**config.mk**
```make
export PLATFORM = sky130hd
export DESIGN_NAME = sram_bus_arbiter
export DESIGN_NICKNAME = d
export VERILOG_FILES = /design/src/rtl/sram_bus_arbiter.sv
export SDC_FILE = /design/constraint.sdc
export NUM_CORES = 1
export LEC_CHECK = 0
export CAP_MARGIN = 5
export CORE_AREA = 2 2 107 109
export DETAILED_ROUTE_END_ITERATION = 10
export DIE_AREA = 0 0 109 111
export PLACE_DENSITY = 0.63
export SLEW_MARGIN = 20
export SYNTH_ARGS = -nofsm -noshare
export SYNTH_HDL_FRONTEND = slang
export SYNTH_SLANG_ARGS = --single-unit
```
**constraint.sdc**
```tcl
create_clock -name clk_i -period 4.5 [get_ports clk_i]
set_clock_uncertainty 0.15 [all_clocks]
set_input_delay 0.9 -clock clk_i [delete_from_list [all_inputs] [get_ports clk_i]]
set_output_delay 0.9 -clock clk_i [all_outputs]
set_load 0.02 [all_outputs]
```
**src/rtl/sram_bus_arbiter.sv**
```systemverilog
// Two-master (Ibex instr/data) to single-port SRAM arbiter: window decode,
// round-robin grant in the request cycle, one-stage fixed-latency response routing.
module sram_bus_arbiter #(
  parameter logic [31:0] MEM_START = 32'h0000_0000,
  parameter int unsigned MEM_SIZE  = 64 * 1024
) (
  input  logic        clk_i,
  input  logic        rst_i,

  input  logic        instr_req_i,
  input  logic [31:0] instr_addr_i,
  output logic        instr_gnt_o,
  output logic        instr_rvalid_o,
  output logic [31:0] instr_rdata_o,
  output logic        instr_err_o,

  input  logic        data_req_i,
  input  logic        data_we_i,
  input  logic [3:0]  data_be_i,
  input  logic [31:0] data_addr_i,
  input  logic [31:0] data_wdata_i,
  output logic        data_gnt_o,
  output logic        data_rvalid_o,
  output logic [31:0] data_rdata_o,
  output logic        data_err_o,

  output logic        mem_req_o,
  output logic        mem_we_o,
  output logic [3:0]  mem_be_o,
  output logic [31:0] mem_addr_o,
  output logic [31:0] mem_wdata_o,
  input  logic [31:0] mem_rdata_i
);

  localparam logic [31:0] WIN_MASK = ~32'(MEM_SIZE - 1);

  typedef struct packed {
    logic        we;
    logic [3:0]  be;
    logic [31:0] addr;
    logic [31:0] wdata;
  } mem_cmd_t;

  logic     last_grant_q, last_grant_d;
  logic     rsp_valid_q, rsp_valid_d;
  logic     rsp_port_q, rsp_port_d;
  logic     rsp_err_q, rsp_err_d;

  logic     instr_win, data_win, gnt_any, in_win;
  logic     rsp_live;
  mem_cmd_t cmd;

  // Instr wins when alone, or on contention when data won last time.
  always_comb begin
    instr_win = instr_req_i & ~rst_i & (~data_req_i | last_grant_q);
    data_win  = data_req_i & ~rst_i & ~instr_win;
    gnt_any   = instr_win | data_win;

    cmd = '0;
    if (data_win) begin
      cmd.we    = data_we_i;
      cmd.be    = data_be_i;
      cmd.addr  = data_addr_i;
      cmd.wdata = data_wdata_i;
    end else begin
      cmd.be    = 4'hF;
      cmd.addr  = instr_addr_i;
    end
    in_win = (cmd.addr & WIN_MASK) == MEM_START;

    last_grant_d = gnt_any ? data_win : last_grant_q;
    rsp_valid_d  = gnt_any;
    rsp_port_d   = data_win;
    rsp_err_d    = gnt_any & ~in_win;
  end

  // mem_* are held at zero unless an in-window grant is issued, so they stay
  // quiet through reset and idle cycles.
  always_comb begin
    mem_req_o   = 1'b0;
    mem_we_o    = 1'b0;
    mem_be_o    = 4'h0;
    mem_addr_o  = 32'h0;
    mem_wdata_o = 32'h0;
    if (gnt_any && in_win) begin
      mem_req_o   = 1'b1;
      mem_we_o    = cmd.we;
      mem_be_o    = cmd.be;
      mem_addr_o  = cmd.addr;
      mem_wdata_o = cmd.wdata;
    end
  end

  always_ff @(posedge clk_i) begin
    if (rst_i) begin
      last_grant_q <= 1'b1;
      rsp_valid_q  <= 1'b0;
      rsp_port_q   <= 1'b0;
      rsp_err_q    <= 1'b0;
    end else begin
      last_grant_q <= last_grant_d;
      rsp_valid_q  <= rsp_valid_d;
      rsp_port_q   <= rsp_port_d;
      rsp_err_q    <= rsp_err_d;
    end
  end

  assign instr_gnt_o = instr_win;
  assign data_gnt_o  = data_win;

  // Reset in the response cycle drops the pending response immediately.
  assign rsp_live       = rsp_valid_q & ~rst_i;
  assign instr_rvalid_o = rsp_live & ~rsp_port_q;
  assign data_rvalid_o  = rsp_live & rsp_port_q;
  assign instr_err_o    = instr_rvalid_o & rsp_err_q;
  assign data_err_o     = data_rvalid_o & rsp_err_q;
  assign instr_rdata_o  = (instr_rvalid_o && !rsp_err_q) ? mem_rdata_i : 32'h0;
  assign data_rdata_o   = (data_rvalid_o && !rsp_err_q) ? mem_rdata_i : 32'h0;

endmodule

```
==> results.txt <==
status = complete, no violations
internal power = 0.000283 W
Initial Util = 12.7%
Max-slew headroom = 32.1%
post-route ant nets = 0
Wirelength per Cell = 13.7 microns
R2R Setup Slk = 2.78 ns
Vias/cell = 4.11
most frequent cells in the layout = clkdlybuf4s50_1 (256), and2_1 (67), nand3_1 (36), and3_1 (35), a21oi_1 (22)
initial drt markers = 124
synth top area cells = and2_1 (30%), and3_1 (16%), nand3_1 (13%)
Hold Vio Cnt, Final = 0
met3 Track Usage GR = 3.59%
CP startpoint kind = input pin
Ports = 277
Avg Cell Area, Syn = 6.17 sq um
Mapped Cells = 228
CP max FO = 6
pin count of the biggest net entering global routing = 55
Slew @ Worst Pin = 1.02 ns
gr usage total = 13.1%
CTS tree = done
setup TNS = 0 ns
TritonCTS Buffers = 3
post-route clock period utilization = 96.2%
H-tree depth = 1
IO Port Bufs = 260
Crit Path Category = in2out
commonest non-fill, non-tap cell in the layout = clkdlybuf4s50_1
simple-gate portion of the synthesized area = 67.6%
Synth Cell Area = 1410 sq um
post-cts resize count = 0
FP Rows = 39
CTS Hold Bufs = 0
Critical Path End Type = primary output
Clk network pwr share = 36.4%
Worst-Skew Late Latency = 0.22 ns
diode count = 0
Die Span Y = 111 microns
reg2reg start = last_grant_q
max cap viols = 0
Adder-Cell Fraction of Synth Area = 0%
Vias = 2546
GRT met1 Usage = 13.0%
CTS sink count = 4
multiplexer share of the synthesized area = 0%
GRT busiest layer = met2
gr ovfl total = 0
WP data required = 3.45 ns
PD cells = 89.0 nW/um^2
R2R cell count = 5
reg2reg end = rsp_err_q
Combinational Power Share = 53.1%
Sw Pwr = 0.0000916 W
Nets = 616
Worst Hold Endpoint = rsp_port_q
YS warnings = 0
Yosys reg bits = 4
Root Buffer = clkbuf_16
Seq/Total Area, Yosys = 5.69%
largest family of logic cells by synthesized area = simple AND/OR/NAND/NOR gates
Net Sw Frac = 24.4%
DRC errors left = 0
Synth area leader = and2_1
synth unique cells = 26
layout cells sized above 1 = 3.56%
Design Power = 0.000375 W
setup violators final = 0
Pre-antenna DRT Iters = 4
vias in the first global route = 2637
shortest period the worst path allows = 4.33 ns
die area = 12100 sq um
Max Clock Freq = 231 MHz
Area Overhead vs Synth = 200%
Final Routed Wirelength = 8480 microns
Compound-Gate Fraction of Synth Area = 10.9%
worst hold start = last_grant_q
Reg clk slew, reported paths = 0.03 ns
core footprint = 11100 sq um
die width = 109 microns
worst vdd ir = 90.1 uV
hold crit path type = reg2reg
grt met2 use = 26.7%
XOR/XNOR Fraction of Synth Area = 0%
Post CTS Setup Buffer Count = 0
crit path DAT = 3.28 ns
antenna violations before repair = 0
Final Slew Violations = 0
LEAKAGE = 1.67 nW
routability cong. = 0.766
RSZ-0062 raised after global routing = false
hold depth = 1
Synth top area share = 29.8%
Seq pwr share = 10.6%
CTS max path bufs = 2
first-pass GRT wire length = 12900 microns
detailed placement HPWL = 7240 microns
==> worst max-delay path, stage by stage <==
cell             delay [ns]
clkdlybuf4s50_1        0.40
or4_4                  0.54
a311oi_4               0.34
nand2_1                0.25
o21bai_1               0.20
clkdlybuf4s50_1        0.65
==> kinds of logic (layout without fill, tap and decap cells) <==
family / Yosys count / count (layout)
compound gates: 26 / 26
buf+inv: 39 / 273
flops: 4 / 4
other cells: 1 / 16
simple gates: 158 / 158
==> power groups by stage <==
| stage | registers (W) | clock network [W] | logic, W |
|---|---|---|---|
| 2_1_floorplan | 0.0000397 | 0 | 0.0000599 |
| 3_3_place_gp | 0.0000401 | 0 | 0.000197 |
| 3_5_place_dp | 0.0000402 | 0 | 0.000200 |
| 4_1_cts | 0.0000397 | 0.000139 | 0.000200 |
| 5_1_grt | 0.0000402 | 0.000142 | 0.000213 |
| 6_report | 0.0000397 | 0.000136 | 0.000199 |
==> per-stage QoR <==
stage,setup WS [ns],cell area [sq um],instances,hold slack [ns],utilization (%)
6_report,0.173,4210,620,0.343,38.0
5_1_grt,0.0288,4210,620,0.398,38.0
4_1_cts,0.0862,4200,620,0.338,37.9
3_5_place_dp,0.0848,4130,617,0.324,37.3
3_3_place_gp,0.118,4130,617,0.329,37.3
2_1_floorplan,1.01,1460,243,0.301,-
==> state kept, by name, summed over array words and instances (netlist names) <==
signal,cells
last_grant_q,1
rsp_err_q,1
rsp_port_q,1
rsp_valid_q,1
==> worst max path at each step <==
stage,end,start,depth (start not counted),slack [ns]
6_report,mem_req_o,instr_addr_i[28],6,0.17
5_1_grt,mem_be_o[1],instr_addr_i[28],6,0.03
4_1_cts,mem_addr_o[10],instr_addr_i[28],7,0.09
3_5_place_dp,mem_addr_o[10],instr_addr_i[28],7,0.08
3_3_place_gp,mem_addr_o[14],instr_addr_i[28],7,0.12
2_1_floorplan,mem_addr_o[10],instr_addr_i[28],5,1.01
==> cells in the mapped netlist <==
cell type / n
o21ai_1: 1
nand3_1: 36
a311oi_4: 1
nor4_1: 2
o21ai_0: 1
and4b_1: 1
nor3b_1: 2
buf_1: 1
nor2b_1: 2
or4_4: 1
buf_4: 16
and3_1: 35
nand2b_1: 2
buf_6: 1
nand2_1: 3
conb_1: 1
dfxtp_1: 4
buf_2: 3
nor2_1: 1
inv_1: 2
clkbuf_1: 16
nor2_2: 1
a21oi_1: 22
and2_1: 67
or4_1: 5
o21bai_1: 1
==> area by class of cell <==
| class | count | area (sq um) |
|---|---|---|
| clock buffer | 3 | 75.1 |
| fill | 1180 | 6860 |
| inverter | 2 | 7.51 |
| multi-input combinational | 200 | 1170 |
| sequential | 4 | 80.1 |
| tap | 143 | 179 |
| timing repair buffer | 268 | 2700 |
==> per-layer routing <==
layer | vias up | wire length (microns)
met5 | - | 0
met4 | 0 | 27
met3 | 4 | 1100
met2 | 164 | 4440
met1 | 1129 | 2920
li1 | 1249 | -
Note: power is estimated with default switching activity, not from simulation.
